`src/rtl/pipeline_hazard_ctrl.sv`:
```
// Stall/flush sequencer for the 5-stage pipeline: per-stage enables and NOP-injection controls,
// load-use / branch / memory-stall resolution, HLT drain, and saturating stall/flush counters.
module pipeline_hazard_ctrl #(
    parameter int REG_W   = 4,
    parameter int CNT_W   = 16,
    parameter int DRAIN_N = 3
) (
    input  logic             clk,
    input  logic             rst,
    input  logic [REG_W-1:0] id_rs,
    input  logic [REG_W-1:0] id_rt,
    input  logic             id_use_rs,
    input  logic             id_use_rt,
    input  logic             id_halt,
    input  logic             ex_memread,
    input  logic [REG_W-1:0] ex_rd,
    input  logic             br_taken,
    input  logic             imem_stall,
    input  logic             dmem_stall,
    output logic             pc_en,
    output logic             ifid_en,
    output logic             ifid_flush,
    output logic             idex_en,
    output logic             idex_flush,
    output logic             exmem_en,
    output logic             memwb_en,
    output logic             halted,
    output logic [CNT_W-1:0] stall_cnt,
    output logic [CNT_W-1:0] flush_cnt
);

    typedef enum logic [1:0] {
        ST_RUN   = 2'd0,
        ST_DRAIN = 2'd1,
        ST_HALT  = 2'd2
    } state_t;

    localparam int DCNT_W = $clog2(DRAIN_N + 1);

    state_t              state_r;
    logic [DCNT_W-1:0]   drain_cnt_r;
    logic                kill_pend_r;
    logic [CNT_W-1:0]    stall_cnt_r;
    logic [CNT_W-1:0]    flush_cnt_r;
    logic                load_use_s;
    logic                halt_go_s;

    function automatic logic [CNT_W-1:0] sat_inc(input logic [CNT_W-1:0] v);
        return (&v) ? v : v + CNT_W'(1);
    endfunction

    // Load-use detection: R0 never carries a real dependency.
    always_comb begin
        load_use_s = ex_memread && (ex_rd != REG_W'(0)) &&
                     ((id_use_rs && (id_rs == ex_rd)) || (id_use_rt && (id_rt == ex_rd)));
    end

    // Stage enable / flush decode from state and current hazards.
    always_comb begin
        pc_en      = 1'b0;
        ifid_en    = 1'b0;
        ifid_flush = 1'b0;
        idex_en    = 1'b0;
        idex_flush = 1'b0;
        exmem_en   = 1'b0;
        memwb_en   = 1'b0;
        halted     = 1'b0;
        halt_go_s  = 1'b0;
        if (rst) begin
            halted = 1'b0;
        end else begin
            case (state_r)
                ST_RUN: begin
                    if (dmem_stall) begin
                        pc_en = 1'b0;
                    end else if (load_use_s) begin
                        idex_en    = 1'b1;
                        idex_flush = 1'b1;
                        exmem_en   = 1'b1;
                        memwb_en   = 1'b1;
                    end else if (id_halt) begin
                        ifid_en    = 1'b1;
                        ifid_flush = 1'b1;
                        idex_en    = 1'b1;
                        exmem_en   = 1'b1;
                        memwb_en   = 1'b1;
                        halt_go_s  = 1'b1;
                    end else begin
                        // A taken branch redirects even while the fetch is pending.
                        ifid_en    = 1'b1;
                        idex_en    = 1'b1;
                        exmem_en   = 1'b1;
                        memwb_en   = 1'b1;
                        pc_en      = br_taken | ~imem_stall;
                        ifid_flush = br_taken | imem_stall | kill_pend_r;
                    end
                end
                ST_DRAIN: begin
                    if (dmem_stall) begin
                        pc_en = 1'b0;
                    end else begin
                        ifid_en    = 1'b1;
                        ifid_flush = 1'b1;
                        idex_en    = 1'b1;
                        exmem_en   = 1'b1;
                        memwb_en   = 1'b1;
                    end
                end
                ST_HALT: begin
                    halted = 1'b1;
                end
                default: begin
                    halted = 1'b0;
                end
            endcase
        end
    end

    // FSM, stale-fetch tracking and performance counters.
    always_ff @(posedge clk) begin
        if (rst) begin
            state_r     <= ST_RUN;
            drain_cnt_r <= DCNT_W'(0);
            kill_pend_r <= 1'b0;
            stall_cnt_r <= CNT_W'(0);
            flush_cnt_r <= CNT_W'(0);
        end else begin
            case (state_r)
                ST_RUN: begin
                    if (!pc_en) begin
                        stall_cnt_r <= sat_inc(stall_cnt_r);
                    end
                    if (ifid_flush || idex_flush) begin
                        flush_cnt_r <= sat_inc(flush_cnt_r);
                    end
                    if (halt_go_s) begin
                        state_r     <= ST_DRAIN;
                        drain_cnt_r <= DCNT_W'(0);
                        kill_pend_r <= 1'b0;
                    end else if (!dmem_stall && !load_use_s) begin
                        // Pending kill survives only while the fetch is still outstanding.
                        if (br_taken) begin
                            kill_pend_r <= imem_stall;
                        end else if (!imem_stall) begin
                            kill_pend_r <= 1'b0;
                        end
                    end
                end
                ST_DRAIN: begin
                    if (!dmem_stall) begin
                        if (drain_cnt_r == DCNT_W'(DRAIN_N - 1)) begin
                            state_r <= ST_HALT;
                        end else begin
                            drain_cnt_r <= drain_cnt_r + DCNT_W'(1);
                        end
                    end
                end
                ST_HALT: begin
                    state_r <= ST_HALT;
                end
                default: begin
                    state_r <= ST_RUN;
                end
            endcase
        end
    end

    assign stall_cnt = stall_cnt_r;
    assign flush_cnt = flush_cnt_r;

endmodule

```
`config.mk`:
```
export PLATFORM = sky130hd
export DESIGN_NAME = pipeline_hazard_ctrl
export DESIGN_NICKNAME = d
export VERILOG_FILES = /design/src/rtl/pipeline_hazard_ctrl.sv
export SDC_FILE = /design/constraint.sdc
export NUM_CORES = 1
export LEC_CHECK = 0
export ABC_AREA = 1
export ABC_CLOCK_PERIOD_IN_PS = 2900
export BUFFER_PORTS_ARGS = -buffer_cell sky130_fd_sc_hd__buf_2
export CAP_MARGIN = 20
export CELL_PAD_IN_SITES_DETAIL_PLACEMENT = 0
export CELL_PAD_IN_SITES_GLOBAL_PLACEMENT = 1
export CORE_UTILIZATION = 40
export DETAILED_ROUTE_END_ITERATION = 16
export GPL_ROUTABILITY_DRIVEN = 0
export PLACE_DENSITY_LB_ADDON = 0.1
export SLEW_MARGIN = 25
export SYNTH_ARGS = -nofsm -noshare
export SYNTH_HDL_FRONTEND = slang
export SYNTH_SLANG_ARGS = --single-unit
```
`constraint.sdc`:
```
create_clock -name clk -period 2.9 [get_ports clk]
set_input_delay 0.725 -clock clk [delete_from_list [all_inputs] [get_ports clk]]
set_output_delay 0.725 -clock clk [all_outputs]
set_load 0.02 [all_outputs]
```
Yosys cells after proc, flatten, opt, wreduce, memory -nomap -nowiden
Index checks and enable logic that the tools add are counted.
Widths: inputs -> output; s select.
Word-level totals
  register bits: 37
  input port bits: 21
  logic and storage cells: 86
Cells by class
  add/sub/neg operators: 3
  eq/ne operators: 10
  mux-type cells: 40
  bitwise logic cells: 7
  reduce and logical (&&, ||, !) cells: 21
Operator list (count)
  $add 16x1->16 const B: 2
  $reduce_and 16->1: 2
  $mux 1: 30
  $mux 2: 6
  $reduce_and 3->1: 4
  $eq 4x4->1: 2
  $ne 2x2->1 const B: 4
  $pmux 2 s3: 1
  $logic_and 1x1->1: 5
  $eq 2x2->1 const B: 2
  $not 1->1: 4
  $pmux 1 s2: 2
  $pmux 2 s2: 1
  $reduce_and 4->1: 1
  $reduce_bool 2->1: 2
  $reduce_bool 4->1: 1
  $ne 3x2->1 const B: 1
  $or 1x1->1: 3
  $add 2x1->2 const B: 1
  $eq 2x1->1 const B: 1
  $logic_not 1->1: 2
  $logic_not 2->1: 1
  $logic_or 1x1->1: 2
  $reduce_or 2->1: 1

Depth between registers and ports, before layout
  depth in word-level cells: 10
  depth in mapped cells: 16
  gate-level depth less buffers: 15

Worst setup path before layout
No wires, ideal clock.
  path kind: input-to-output
  start: input port rst
  end: output port idex_en
  arrival: 1878 ps
  setup slack: 297 ps
  stages on the path: 3
  buffers on the path: 2
  path through: clkbuf_1 a211oi_1 buf_4
On the way
  longest elaborated chain between the ends: 1
RTL lines
  start, declared: RTL line 9  | input logic rst,
  $mux 1
  end, declared: RTL line 23  | output logic idex_en,
Every way passes these cells.

Worst setup path in the final report
  start: input port ex_rd[1]
  end: output port pc_en
On the way
  longest elaborated chain between the ends: 8
RTL lines
  start, declared: RTL line 16  | input logic [REG_W-1:0] ex_rd,
  $eq 4x4->1: RTL line 55  | ((id_use_rs && (id_rs == ex_rd)) || (id_use_rt && (id_rt == ex_rd)));
  $logic_and 1x1->1: RTL line 55
  $logic_or 1x1->1: RTL line 55
  $logic_and 1x1->1 *: RTL line 54  | load_use_s = ex_memread && (ex_rd != REG_W'(0)) &&
  $mux 1 *: RTL line 76  | end else if (load_use_s) begin
  $mux 1 *: RTL line 74  | if (dmem_stall) begin
  $mux 1 *
  $mux 1 *: RTL line 69  | if (rst) begin
  end, declared: RTL line 20  | output logic pc_en,
Mark *: on every way between the ends. The rest lies on a longest branch, timed or not.

==> run summary <==
Outcome: complete, no violations
Fmax: 0.3954 GHz
Vias after detailed routing: 2661
CTS tree: done
Cell count after synthesis: 412
WS Path Type: primary input to output port
Multi-input logic area: 0.001518 mm²
Core ar.: 0.006386 mm²
Worst Hold End: drain_cnt_r[1]$_SDFFE_PP0P_
Cell Area, Synth: 0.002653 mm²
Reg clk slew, reported paths: 0.07 ns
First-pass iteration count of the detailed router: 4
Post-placement cell count: 538
Final Hold Viols: 0
Synth Register Bits: 37
Synth-to-layout area growth: 15.80%
Capture point of the worst reg-to-reg path: flush_cnt[1]$_SDFFE_PP0P_
Post-layout min period: 2.529 ns
Starting Density: 41.54%
Count of different cell masters after synthesis: 32
Critical-path cell list: buf_2 > nor3_1 > a21boi_0 > nand2_1 > nand2_1 > inv_1 > nand4_4 > inv_1 > buf_2
Number of nets in the layout: 495
Antenna Cells: 0
PD cells: 498.5 mW/mm²
Total Routing Usage GR: 18.21%
First-pass GRT wire length: 10580 µm
Max FO, Critical Path: 4
Sequential Area: 740.7 µm²
WL per Instance: 11.31 µm
Seq/Total Area, Yosys: 27.92%
Overflow after GRT: 0
Clk_skew: 0.009306 ns
Post-cts sizing count: 0
DIE AREA: 0.006961 mm²
Slowest CP cell: nor3_1
Final setup violation count: 0
Worst min-delay path startpoint: drain_cnt_r[1]$_SDFFE_PP0P_
H-tree depth: 2
Post-DRT Antenna Nets: 0
Clk sinks: 37
Share of layout cells above drive strength 1: 22.01%
VDD IR-drop max: 0.2885 mV
MaxCap Viol Count: 0
CP Capture Type: output port
Hold buffers post-CTS: 0
Worst r2r path cells: 12
Final WL: 6165 µm
TritonCTS buffer count: 5
Worst Path Required: 2.17 ns
Setup_tns: 0 ns
Finished Layout Cells: 545
Hold Path Class: flop to flop
Mean post-synth cell area: 6.438 µm²
Die height: 83.44 µm
Chip Width: 83.44 µm
Initial DRC Count: 83
Final period util: 87.21%
Dpl ws: 0.3570 ns
Vias/cell: 4.883
Ports: 61
Clock Latency Late Sink: 0.28 ns
Yosys warns: 0
RSZ-0062 raised after global routing: no
Initial antenna violation count: 0
Post-DP HPWL: 4515 µm
Postcts setup bufs: 0
Fin. max-slew vios: 0
Reg-to-reg slack, setup: 0.84 ns
I/O Buffers: 60
Syn nets: 439
R2r startpoint: state_r[1]$_SDFFE_PP0P_
Filler cells: 678
Slew at the pin with the worst max-slew slack: 0.5335 ns
Largest net degree at the start of global routing: 32
Core Rows: 29
Slew headroom: 64.31%
Setup ws final: 0.3709 ns
Slowest cell delay on critical path: 0.19 ns
Worst hold path stage count: 2
Critical path arrival: 1.80 ns
DRC violations left: 0
Startpoint types: primary input
Pleak: 1.479 nW
Vias in the first global route: 2390
Clock root cell: clkbuf_8
CTS max path bufs: 2
flip-flops by register name, indices dropped and copies added, names as in the netlist:
name / flops
stall_cnt: 16
state_r: 2
flush_cnt: 16
drain_cnt_r: 2
kill_pend_r: 1
metal layers:
| metal | vias to the layer above | track usage (%) | part of all wire [%] |
|---|---|---|---|
| li1 | 1415 | - | - |
| met1 | 1202 | 22.66 | 48 |
| met2 | 42 | 32.19 | 48 |
| met3 | 2 | 3.479 | 3.0 |
| met4 | 0 | 4.622 | 0.47 |
| met5 | - | 0 | 0 |
power by group:
part           switching [mW]  internal (mW)  leakage (nW)
Sequential             0.0388          0.551         0.299
Combinational           0.393          0.180          1.14
Clock                   0.180          0.189        0.0443
Total                   0.612          0.920          1.48
cells by family after synthesis:
kind of cell,share of synthesized area [%]
AO/OA/AOI/OAI,8.727
XOR/XNOR,5.283
adder cells (fa/ha/maj),2.830
buffers and inverters,14.86
flip-flops,27.92
AND/OR/NAND/NOR,40.38
cells in the mapped netlist (all sizes together):
cell    number  area share, %
nor2        45            6.4
ha           6            2.8
and3         1           0.24
nor4         3           0.71
o21ai        6            1.1
a21boi       1           0.28
nand3       49            9.4
inv         78             11
xnor2        3           0.99
clkbuf       6           0.85
a211oi       1           0.28
dfxtp       37             28
nor3         8            1.9
nand3b       3           0.85
nand4       23            6.0
a21oi       23            5.8
or2          1           0.33
buf         10            3.0
o22ai        1           0.24
xor2        13            4.3
nand2       93             15
o41ai        1            1.0
per-stage QoR:
stage	area (µm²)	power (mW)	hold slack (ns)	util, %
floorplan	2653	1.076	0.4277	-
detailed placement	2985	1.178	0.4438	46.75
global route	3072	1.652	0.4732	48.10
CTS	3072	1.560	0.4562	48.10
global placement	2985	1.171	0.4374	46.75
finish	3072	1.531	0.4527	48.10
cell type report:
class | instances | area share (%)
Multi-Input combinational cell | 281 | 49.41
Sequential cell | 37 | 24.11
Tap cell | 77 | 3.136
Timing Repair Buffer | 65 | 11.00
Inverter | 78 | 9.532
Clock buffer | 7 | 2.811
worst max-delay path, delay by kind of cell:
kind,cells,cell delay (ns)
buf+inv,4,0.45
simple gates,4,0.49
compound gates,1,0.14
how the worst max path moves through the flow:
stage | start | endpoint | slack (ns)
floorplan | rst | idex_en | 0.30
global placement | ex_rd[1] | pc_en | 0.37
detailed placement | ex_rd[1] | pc_en | 0.36
CTS | ex_rd[0] | pc_en | 0.36
global route | ex_rd[0] | pc_en | 0.21
finish | ex_rd[1] | pc_en | 0.37
cell usage in the layout, fill, tap and decap left out, types with 6 or more instances in the layout:
cell and count:
o21ai_0 6, nand3_1 48, nand2_1 80, nand4_1 22
nand2_2 12, inv_1 75, buf_2 60, nor2_1 45
ha_1 6, a21oi_1 13, dfxtp_1 37, a21oi_2 10
nor3_1 6, xor2_1 13, clkbuf_8 6
Power figures use the tool's default switching activity.
